## src/rtl/regbank_pkg.sv

```systemverilog
// Shared definitions for the register-bank write-port arbiter.
//   RB_AW / RB_DW / RB_NREGS : register bank geometry
//   wr_req_t                 : one pending write (address + data)
//   REQ_ALU / REQ_MEM        : requester indices (ALU result, memory load)
package regbank_pkg;

    localparam int unsigned RB_AW    = 5;
    localparam int unsigned RB_DW    = 32;
    localparam int unsigned RB_NREGS = 32;

    localparam int unsigned REQ_ALU = 0;
    localparam int unsigned REQ_MEM = 1;

    typedef struct packed {
        logic [RB_AW-1:0] addr;
        logic [RB_DW-1:0] data;
    } wr_req_t;

endpackage

```

## src/rtl/regbank_hold_slot.sv

```systemverilog
// One-entry holding register behind a valid/ready handshake.
//   clk, rst  : clock, synchronous active-high reset (empties the slot)
//   load      : capture din (only asserted when ready_c is high)
//   free      : entry is issued this cycle
//   din/dout  : payload in / held payload
//   valid     : slot occupied
//   ready_c   : slot can accept this cycle (empty or being freed); 0 in reset
module regbank_hold_slot
    import regbank_pkg::*;
#(
    parameter type T = wr_req_t
) (
    input  logic clk,
    input  logic rst,
    input  logic load,
    input  logic free,
    input  T     din,
    output logic valid,
    output T     dout,
    output logic ready_c
);

    // Freeing and loading on the same edge keeps the slot occupied with new data.
    assign ready_c = !rst && (!valid || free);

    // Occupancy and payload register.
    always_ff @(posedge clk) begin
        if (rst) begin
            valid <= 1'b0;
            dout  <= '0;
        end else if (load) begin
            valid <= 1'b1;
            dout  <= din;
        end else if (free) begin
            valid <= 1'b0;
        end
    end

endmodule

```

## src/rtl/regbank_wr_arbiter.sv

```systemverilog
// Shares the single register-bank write port between the ALU writeback
// (req0) and the memory-load writeback (req1).
//   clk, rst                      : clock, synchronous active-high reset
//   reqN_valid/addr/data/ready    : per-requester valid/ready write request
//   dir_wra, di, reg_wr           : registered bank write port
//   pending                       : occupied holding registers after the edge
//   fwd_{a,b}_addr/hit/data       : read-address bypass lookup
// Optional feature macro: REGWR_BYPASS_EN enables the bypass lookup; without
// it the fwd_* outputs are tied to zero and fwd_*_addr are ignored.
module regbank_wr_arbiter
    import regbank_pkg::*;
#(
    parameter int unsigned AW      = $clog2(RB_NREGS),
    parameter int unsigned DW      = RB_DW,
    parameter bit          DROP_R0 = 1'b1
) (
    input  logic          clk,
    input  logic          rst,
    input  logic          req0_valid,
    input  logic [AW-1:0] req0_addr,
    input  logic [DW-1:0] req0_data,
    output logic          req0_ready,
    input  logic          req1_valid,
    input  logic [AW-1:0] req1_addr,
    input  logic [DW-1:0] req1_data,
    output logic          req1_ready,
    output logic [AW-1:0] dir_wra,
    output logic [DW-1:0] di,
    output logic          reg_wr,
    output logic [1:0]    pending,
    input  logic [AW-1:0] fwd_a_addr,
    input  logic [AW-1:0] fwd_b_addr,
    output logic          fwd_a_hit,
    output logic          fwd_b_hit,
    output logic [DW-1:0] fwd_a_data,
    output logic [DW-1:0] fwd_b_data
);

    typedef struct packed {
        logic [AW-1:0] addr;
        logic [DW-1:0] data;
    } slot_t;

    localparam bit IDX_ALU = 1'(REQ_ALU);
    localparam bit IDX_MEM = 1'(REQ_MEM);

    slot_t       in0, in1, h0, h1, win;
    logic        v0, v1;
    logic        rdy0, rdy1, load0, load1;
    logic [1:0]  gnt;
    logic        rr_ptr, rr_nxt;
    logic        age, age_nxt;     // index of the younger entry when both are held
    logic        wr_nxt;
    logic        occ0_nxt, occ1_nxt;
    logic [1:0]  pend_nxt;

    assign in0 = '{addr: req0_addr, data: req0_data};
    assign in1 = '{addr: req1_addr, data: req1_data};

    assign load0      = req0_valid && rdy0;
    assign load1      = req1_valid && rdy1;
    assign req0_ready = rdy0;
    assign req1_ready = rdy1;

    regbank_hold_slot #(.T(slot_t)) u_hold0 (
        .clk     (clk),
        .rst     (rst),
        .load    (load0),
        .free    (gnt[IDX_ALU]),
        .din     (in0),
        .valid   (v0),
        .dout    (h0),
        .ready_c (rdy0)
    );

    regbank_hold_slot #(.T(slot_t)) u_hold1 (
        .clk     (clk),
        .rst     (rst),
        .load    (load1),
        .free    (gnt[IDX_MEM]),
        .din     (in1),
        .valid   (v1),
        .dout    (h1),
        .ready_c (rdy1)
    );

    // Grant: lone entry wins; two entries use round-robin, except that a
    // same-address pair issues the older one first so the younger value lands last.
    always_comb begin : grant_comb
        gnt    = 2'b00;
        rr_nxt = rr_ptr;
        if (v0 && v1) begin
            rr_nxt = ~rr_ptr;
            if (h0.addr == h1.addr) begin
                gnt = age ? 2'b01 : 2'b10;
            end else begin
                gnt = rr_ptr ? 2'b10 : 2'b01;
            end
        end else if (v0) begin
            gnt = 2'b01;
        end else if (v1) begin
            gnt = 2'b10;
        end
    end

    // Age tracking, issue decision and next occupancy.
    always_comb begin : next_comb
        age_nxt = age;
        if (load0 && load1) begin
            age_nxt = IDX_MEM;
        end else if (load0 && v1 && !gnt[IDX_MEM]) begin
            age_nxt = IDX_ALU;
        end else if (load1 && v0 && !gnt[IDX_ALU]) begin
            age_nxt = IDX_MEM;
        end

        win      = gnt[IDX_MEM] ? h1 : h0;
        wr_nxt   = (gnt != 2'b00) && !(DROP_R0 && (win.addr == '0));
        occ0_nxt = load0 || (v0 && !gnt[IDX_ALU]);
        occ1_nxt = load1 || (v1 && !gnt[IDX_MEM]);
        pend_nxt = {1'b0, occ0_nxt} + {1'b0, occ1_nxt};
    end

    // Arbiter state and registered write port; address/data hold when idle.
    always_ff @(posedge clk) begin
        if (rst) begin
            rr_ptr  <= 1'b0;
            age     <= 1'b0;
            reg_wr  <= 1'b0;
            dir_wra <= '0;
            di      <= '0;
            pending <= 2'b00;
        end else begin
            rr_ptr  <= rr_nxt;
            age     <= age_nxt;
            reg_wr  <= wr_nxt;
            pending <= pend_nxt;
            if (wr_nxt) begin
                dir_wra <= win.addr;
                di      <= win.data;
            end
        end
    end

`ifdef REGWR_BYPASS_EN
    // Youngest match wins: younger held entry, older held entry, then the port.
    function automatic logic [DW:0] fwd_lookup(input logic [AW-1:0] a);
        logic          m0, m1, mp;
        logic [DW-1:0] d;
        m0 = v0 && (h0.addr == a);
        m1 = v1 && (h1.addr == a);
        mp = reg_wr && (dir_wra == a);
        if (DROP_R0 && (a == '0)) begin
            m0 = 1'b0;
            m1 = 1'b0;
            mp = 1'b0;
        end
        d = '0;
        if (m0 && m1) begin
            d = age ? h1.data : h0.data;
        end else if (m0) begin
            d = h0.data;
        end else if (m1) begin
            d = h1.data;
        end else if (mp) begin
            d = di;
        end
        return {m0 || m1 || mp, d};
    endfunction

    assign {fwd_a_hit, fwd_a_data} = fwd_lookup(fwd_a_addr);
    assign {fwd_b_hit, fwd_b_data} = fwd_lookup(fwd_b_addr);
`else
    logic unused_fwd_addr;
    assign unused_fwd_addr = ^{fwd_a_addr, fwd_b_addr};
    assign fwd_a_hit  = 1'b0;
    assign fwd_b_hit  = 1'b0;
    assign fwd_a_data = '0;
    assign fwd_b_data = '0;
`endif

endmodule

```

## config.mk

```make
export PLATFORM = sky130hd
export DESIGN_NAME = regbank_wr_arbiter
export DESIGN_NICKNAME = d
export VERILOG_FILES = /design/src/rtl/regbank_pkg.sv /design/src/rtl/regbank_hold_slot.sv /design/src/rtl/regbank_wr_arbiter.sv
export SDC_FILE = /design/constraint.sdc
export NUM_CORES = 1
export LEC_CHECK = 0
export ABC_AREA = 1
export CAP_MARGIN = 20
export CORE_ASPECT_RATIO = 1.2
export CORE_MARGIN = 1
export CORE_UTILIZATION = 49
export DETAILED_ROUTE_END_ITERATION = 6
export PLACE_DENSITY = 0.86
export SKIP_CTS_REPAIR_TIMING = 1
export SYNTH_ARGS = -nofsm -noshare
export SYNTH_HDL_FRONTEND = slang
export SYNTH_SLANG_ARGS = --single-unit
```

## constraint.sdc

```tcl
create_clock -name clk -period 3.3 [get_ports clk]
set_clock_uncertainty 0.15 [all_clocks]
set_input_delay 0.495 -clock clk [delete_from_list [all_inputs] [get_ports clk]]
set_output_delay 0.495 -clock clk [all_outputs]
set_load 0.05 [all_outputs]
```

; After elaboration in Yosys (flattened, before gate mapping)
; Index checks and enable logic that the tools add are counted.
[totals]
register_bits = 118
in_bits = 88
output_inout_bits = 108
elab_cells = 57
[op_classes]
addsub = 1
n_eq_ne = 1
n_mux = 14
bitwise = 1
n_reduce_logical = 28
[op_table]
columns = operator, count
row1 = two-way mux 37 bit, 1
row2 = logical AND 1 bit, 13
row3 = two-way mux 2 bit, 6
row4 = two-way mux 1 bit, 7
row5 = logical NOT 1 bit, 6
row6 = nonzero test 2 bit, 3
row7 = == test 5 bit, 1
row8 = logical NOT 5 bit, 1
row9 = logical OR 1 bit, 4
row10 = nonzero test 3 bit, 1
row11 = adder 1 x 1 -> 2 bit, 1
row12 = NOT 1 bit, 1

; Depth between registers and ports, before layout
; Gate-level depths: netlist (run 1).
[logic_depth]
ltp_word = 11
mapped_depth = 18
ltp_nobuf = 16

; By module
; From an unflattened synthesis (run 1), not the netlist that was laid out.
[unflattened]
hier_cells = 810
hier_area_um2 = 5774.3
[by_module_without_submodules]
columns = module, n_inst, cells_each, area_per_inst_um2, seq_area_each_um2
row1 = regbank_wr_arbiter, 1, 478, 3019.1, 840.8
row2 = regbank_hold_slot, 2, 166, 1377.6, 760.7

; Worst setup path after synthesis (run 1)
; Ideal clock, no wire load.
[synth_path]
kind = register -> register
start = register u_hold1.dout[34] in the netlist's numbering
end = register pending[0]
setup_time_ps = 127
arrival_ps = 1875
required_time_ps = 3023
path_slack_ps = 1147
path_stages_with_launch = 16
path_buffers = 2
synth_period_minus_slack_ps = 2153
cell_sequence = dfxtp_1 inv_1 nand2_1 nand2_2 nor2_4 nand4_1 nand3_2 buf_6 nand2_1 inv_2 nand2_1 buf_4 nand2_1 ha_1 inv_1 nor2_1
[synth_between]
elab_chain_len = 8
word_cells_on_any_way = 16
cone_classes = add/sub (1) / eq/ne (1) / mux (2) / reduce/logical (12)
[synth_rtl]
columns = item, line
row1 = from (decl), regbank_hold_slot.sv:19  ; output T dout,
row2 = from (signal assigned), regbank_hold_slot.sv:33  ; dout <= din;
row3 = == test 5 bit, regbank_wr_arbiter.sv:94  ; if (h0.addr == h1.addr) begin
row4 = two-way mux 2 bit, regbank_wr_arbiter.sv:94
row5 = two-way mux 2 bit, regbank_wr_arbiter.sv:92  ; if (v0 && v1) begin
row6 = logical OR 1 bit, regbank_hold_slot.sv:24  ; assign ready_c = !rst && (!valid || free);
row7 = logical AND 1 bit, regbank_hold_slot.sv:24
row8 = net req0_ready, regbank_wr_arbiter.sv:22  ; output logic req0_ready,
row9 = logical AND 1 bit, regbank_wr_arbiter.sv:60  ; assign load0 = req0_valid && rdy0;
row10 = logical OR 1 bit, regbank_wr_arbiter.sv:119  ; occ0_nxt = load0 || (v0 && !gnt[IDX_ALU]);
row11 = adder 1 x 1 -> 2 bit, regbank_wr_arbiter.sv:121  ; pend_nxt = {1'b0, occ0_nxt} + {1'b0, occ1_nxt};
row12 = net pend_nxt[0], regbank_wr_arbiter.sv:55  ; logic [1:0] pend_nxt;
row13 = to (signal assigned), regbank_wr_arbiter.sv:137  ; pending <= pend_nxt;
row14 = to (decl), regbank_wr_arbiter.sv:30  ; output logic [1:0] pending,
; The timed path passes the listed nets, and every way through them passes these cells.
; A chain may end at the register's enable or synchronous reset.

; Worst setup path in the final report (run 1)
[layout_path]
start = register u_hold1.dout[32] in the netlist's numbering
end = register di[0]
[layout_between]
elab_chain_len = 7
word_cells_on_any_way = 8
cone_classes = eq/ne (1) / mux (3) / reduce/logical (4)
[layout_rtl]
columns = item, line
row1 = == test 5 bit, regbank_wr_arbiter.sv:94
row2 = two-way mux 2 bit, regbank_wr_arbiter.sv:94
row3 = two-way mux 2 bit, regbank_wr_arbiter.sv:92
row4 = two-way mux 37 bit, regbank_wr_arbiter.sv:117  ; win = gnt[IDX_MEM] ? h1 : h0;
row5 = logical NOT 5 bit, regbank_wr_arbiter.sv:118  ; wr_nxt = (gnt != 2'b00) && !(DROP_R0 && (win.addr == '0));
row6 = logical NOT 1 bit, regbank_wr_arbiter.sv:118
row7 = logical AND 1 bit, regbank_wr_arbiter.sv:118
row8 = to (signal assigned), regbank_wr_arbiter.sv:140  ; di <= win.data;
row9 = to (decl), regbank_wr_arbiter.sv:28  ; output logic [DW-1:0] di,
; Several ways; a longest one is shown, not always the timed one.

==> out/metrics.csv, run 1 <==
metric;value;unit
num_antenna_cells;0;
syn_to_final_growth;27.7;%
grt_pass1_wl;20500;um
vias;4895;
grt_usage;0.219;
wl_per_cell;11.7;um
dieWidth;99.6;um
path_cells;inv_1 -> nand2_1 -> nand2_1 -> nor2_2 -> nand3_2 -> nand2_1 -> nand3_2 -> nand2_2 -> nand2_1 -> nand2_1 -> nor2_1 -> nand2_1 -> nand2_2 -> nand2_4 -> nor2_1 -> nor2_1;
yosysTopAreaCell;dfxtp_1;
rsz0062_at_grt;false;
place_area;6580;um^2
port_buffers;119;
clkPwrFrac;0.401;
slew_violations;0;
final_cell_area;7150;um^2
avgSynthCellArea;7.20;um^2
cp_slowest_stage_delay;0.47;ns
cap_violations;0;
synth-seq-cells;118;
rr_worst_depth;16;
clk_latency;0.40;ns
cts_tree;done;
combPwrFrac;0.230;
hold_viol_final;0;
status;completed;
gp_congestion;0.819;
gr-total-overflow;0;
postRouteAntennaNets;0;
maxSlewHeadroom;0.609;
ir_drop;334;uV
drt-total-wl;12200;um
yosys_warnings;0;
yosysSeqAreaShare;0.422;
via_per_inst;4.69;
top_level_ports;196;
fmax;389;MHz
ctsRootBufferMaster;clkbuf_16;
required;3.49;ns
antenna_found_initial;1;
drc;0;
crit_path_end_kind;flip-flop;
crit_fanout;33;
worst_path_most_repeated_cell;nand2_1;
synth_top_area_share;0.422;
swShare;0.312;
syn_area;5600;um^2
fin_crit;2.57;ns
seq_power_share;0.369;
std_cell_rows;42;
clk_pin_slew;0.05;ns
htreeDepth;4;
drtIter0Drc;218;
worst_pin_slew;0.586;ns
grt_pass1_vias;4463;
clock_path_buffers;2;
path_class;reg2reg;
syn_inst;778;
numCtsBuffers;17;
total_power;4.38;mW
nNetsFinal;966;
yosys-top-cells-area;dfxtp_1 42%, nand2_1 12%, buf_4 9.0%;
min_path_type;reg2reg;
setup_violations;0;
cts.sinks;118;
core_area;11100;um^2
leakagePower;2.98;nW
grt_max_degree;75;
hold-path-cell-count;2;
dieArea;11900;um^2
switchingPower;1.36;mW
start_util;0.505;
ys_types;27;
setup_tns;0;ns
firstDrtPassIters;4;
fp.dieH;119;um
hpwl;8190;um
final_layout_size_suffix_gt1_frac;0.100;
start_kind;flip-flop;
intPower;3.01;mW
worstPathArrival;2.76;ns
slowest_stage;nand2_4;
p_per_area;612;nW/um^2
timing.final.crit_share;0.780;
[final timing paths]
check                                 from  slack [ns]                       endpoint
max          u_hold1.dout[32]$_SDFFE_PP0P_        0.73             di[0]$_SDFFE_PP0P_
min          u_hold0.dout[22]$_SDFFE_PP0P_        0.30  u_hold0.dout[22]$_SDFFE_PP0P_
max reg2reg  u_hold1.dout[32]$_SDFFE_PP0P_        0.73             di[0]$_SDFFE_PP0P_
min reg2reg  u_hold0.dout[22]$_SDFFE_PP0P_        0.30  u_hold0.dout[22]$_SDFFE_PP0P_
[metrics by stage]
step           setup WS [ns]  hold WS (ns)  instances   util
2_1_floorplan           1.15         0.275        843      -
3_3_place_gp           0.834         0.283       1012  0.594
3_5_place_dp           0.783         0.287       1012  0.594
4_1_cts                0.732         0.295       1043  0.645
5_1_grt                0.476         0.311       1043  0.645
6_report               0.727         0.295       1043  0.645
[metal layers]
| metal | vias to the layer above | share of wire | track usage |
|---|---|---|---|
| li1 | 2511 | - | - |
| met1 | 2167 | 0.41 | 0.257 |
| met2 | 189 | 0.50 | 0.365 |
| met3 | 26 | 0.067 | 0.0628 |
| met4 | 2 | 0.022 | 0.108 |
| met5 | - | 0.0011 | 0 |
[power groups by stage]
| stage | registers (mW) | logic (mW) | clock network (mW) |
|---|---|---|---|
| floorplan | 1.82 | 0.617 | 0 |
| global placement | 1.64 | 0.992 | 0 |
| detailed placement | 1.64 | 1.00 | 0 |
| CTS | 1.62 | 1.01 | 1.78 |
| global route | 1.63 | 1.09 | 1.85 |
| finish | 1.62 | 1.01 | 1.75 |
[sequential cells by signal (all words and copies together), names as in the netlist]
register,cells
u_hold1.valid,1
age,1
u_hold1.dout,37
di,32
u_hold0.valid,1
reg_wr,1
rr_ptr,1
pending,2
u_hold0.dout,37
dir_wra,5
[cell usage in the layout, fill, tap and decap left out]
master           netlist  routed
inv_1                 80      79
dfxtp_1              118     118
clkbuf_1              19       3
nand3_2                2       2
nor2_2                31      31
or2_2                  1       1
a21oi_1               43      43
nand3_1               51      51
clkbuf_8               0       2
conb_1                 1      66
xnor2_1                1       1
o21ai_0              100     100
o31ai_1                5       5
clkinv_2               0       4
o21ai_2                1       1
clkdlybuf4s50_1        0     117
bufinv_16              0       2
nand4_1                2       2
nand2_2                6       7
nor2_4                 2       3
buf_4                 67       8
clkinvlp_4             0       3
o211ai_1               1       1
clkbuf_16              0      17
nor2_1                42      41
ha_1                   1       1
inv_2                  2       3
nand3b_1               1       1
nand2_4                2       2
buf_12                 0       3
nand2_1              172     171
[layout make-up]
type                       instances  area [um^2]
timing repair buffer             128         1290
clock buffer                      22          464
multi-input combinational        530         2430
sequential                       118         2360
inverter                          82          308
tap                              154          193
fill                             972         3940
clock inverter                     9          103
[synthesized netlist by cell type, drive strengths merged]
| cell | count |
|---|---|
| dfxtp | 118 |
| clkbuf | 19 |
| a21oi | 43 |
| nand3 | 53 |
| nand2 | 180 |
| nand4 | 2 |
| ha | 1 |
| conb | 1 |
| nand3b | 1 |
| o21ai | 101 |
| inv | 82 |
| o31ai | 5 |
| or2 | 1 |
| o211ai | 1 |
| nor2 | 75 |
| xnor2 | 1 |
| buf | 94 |
[critical path, delay by kind of cell (launching register included)]
kind / cells / cell delay (ns)
flip-flops: 1 / 0.35
buffers and inverters: 1 / 0.07
AND/OR/NAND/NOR: 15 / 1.92
[cell families after synthesis]
kind of cell             Yosys count  synth area share
other                              1          0.000669
XOR/XNOR                           1           0.00156
adder cells (fa/ha/maj)            1           0.00223
flip-flops                       118             0.422
AND/OR/NAND/NOR                  312             0.247
buffers and inverters            195             0.190
AO/OA/AOI/OAI                    150             0.137
Power figures use the tool's default switching activity.
==> inputs of run 2 (changes only) <==
- CORE_UTILIZATION: 49 -> 46
- PLACE_DENSITY: 0.86 -> 0.81
- clock period: 3.3 -> 2.7 ns (I/O delays scaled with it)
==> out/metrics.csv, run 2 (synthesis results as in run 1) <==
metric;value;unit
htreeDepth;4;
leakagePower;2.98;nW
nNetsFinal;967;
postRouteAntennaNets;0;
cp-startpoint;u_hold1.dout[32]$_SDFFE_PP0P_;
timing.final.crit_share;0.926;
worst_r2r_endpoint;di[6]$_SDFFE_PP0P_;
path_depth;16;
start_util;0.478;
drc;0;
firstDrtPassIters;4;
grt_pass1_vias;4344;
crit_path_end_kind;flip-flop;
path_class;reg2reg;
clk_pin_slew;0.05;ns
cap_violations;0;
cts.sinks;118;
hold-worst-slack;0.297;ns
hold_viol_final;0;
final_common_cell;nand2_1;
antenna_found_initial;1;
grt_max_degree;59;
cp_top_family;simple AND/OR/NAND/NOR gates;
worst_path_most_repeated_cell;nand2_1;
wl_per_cell;11.9;um
p_per_area;732;nW/um^2
syn_to_final_growth;27.4;%
core_area;11700;um^2
worst-path-buf-inv;1;
fp.dieH;123;um
clk_latency;0.40;ns
total_power;5.23;mW
grt_usage;0.205;
grt_pass1_wl;19900;um
port_buffers;119;
drt-total-wl;12400;um
dieWidth;103;um
worstPathArrival;2.69;ns
top_level_ports;196;
fin_crit;2.50;ns
fmax;400;MHz
min_path_type;reg2reg;
status;completed;
numCtsBuffers;17;
final_layout_size_suffix_gt1_frac;0.103;
ctsRootBufferMaster;clkbuf_16;
r2r_slack;0.20;ns
via_per_inst;4.66;
dieArea;12600;um^2
clock_path_buffers;2;
cts_tree;done;
gp_congestion;0.848;
maxSlewHeadroom;0.625;
setup_violations;0;
drtIter0Drc;179;
slew_violations;0;
crit_fanout;33;
worstSetupEndpoint;di[6]$_SDFFE_PP0P_;
setup_tns;0;ns
start_kind;flip-flop;
rr_startpoint;u_hold1.dout[32]$_SDFFE_PP0P_;
slowest_stage;dfxtp_1;
final_cell_mix;171 x nand2_1, 118 x dfxtp_1, 117 x clkdlybuf4s50_1, 100 x o21ai_0, 79 x inv_1;
hpwl;8570;um
cp_slowest_stage_delay;0.34;ns
rsz0062_at_grt;false;
required;2.89;ns
largestRegisters;u_hold0.dout (37), u_hold1.dout (37), di (32);
num_antenna_cells;0;
rr_worst_depth;16;
path_cells;inv_1 -> nand2_1 -> nand2_1 -> nor2_2 -> nand3_2 -> nand2_1 -> nand3_2 -> nand2_2 -> nand2_1 -> nand2_1 -> nand2_2 -> nor2_4 -> nand2_4 -> nand3_1 -> nand2_1 -> nor2_1;
worst_pin_slew;0.561;ns
gr-total-overflow;0;
vias;4879;
std_cell_rows;43;
ir_drop;377;uV
==> run 2: per-stage QoR <==
step	setup WS (ns)	instances	utilization	area (um^2)
after floorplan	0.547	843	-	5850
after global placement	0.230	1016	0.561	6580
after detailed placement	0.186	1016	0.561	6580
after CTS	0.158	1047	0.608	7130
after global routing	0.0123	1047	0.609	7140
final	0.199	1047	0.609	7140
==> run 2: worst min-delay path by stage <==
stage                                  startpoint                       endpoint  slack (ns)  cells after the start
floorplan            u_hold0.dout[0]$_SDFFE_PP0P_   u_hold0.dout[0]$_SDFFE_PP0P_        0.27                      2
detailed placement  u_hold0.dout[15]$_SDFFE_PP0P_  u_hold0.dout[15]$_SDFFE_PP0P_        0.29                      2
global placement    u_hold0.dout[17]$_SDFFE_PP0P_  u_hold0.dout[17]$_SDFFE_PP0P_        0.28                      2
global route         u_hold0.dout[2]$_SDFFE_PP0P_   u_hold0.dout[2]$_SDFFE_PP0P_        0.32                      2
finish               u_hold0.dout[7]$_SDFFE_PP0P_   u_hold0.dout[7]$_SDFFE_PP0P_        0.30                      2
CTS                  u_hold0.dout[2]$_SDFFE_PP0P_   u_hold0.dout[2]$_SDFFE_PP0P_        0.30                      2
==> run 2: layout make-up <==
class / instances / area [um^2]
well taps: 157 / 196
clock inverters: 8 / 48.8
fillers: 1070 / 4590
flip-flops and latches: 118 / 2360
multi-input cells: 530 / 2440
repair buffers: 129 / 1290
inverters: 82 / 308
clock buffers: 23 / 498
==> run 2: tightest hold or removal path: stages, from the launching register on <==
cell	delay, ns
dfxtp_1	0.29
inv_1	0.05
a21oi_1	0.05
==> run 2: power by group <==
part	internal, mW	switching (mW)
Clock	1.28	0.741
Sequential	1.89	0.0794
Combinational	0.393	0.841
==> run 2: routing by layer <==
layer  global-route usage  vias to the layer above  share of wire
li1                     -                     2506              -
met1                0.240                     2185           0.42
met2                0.342                      159           0.50
met3               0.0507                       27          0.056
met4                0.109                        2          0.025
met5                    0                        -         0.0011
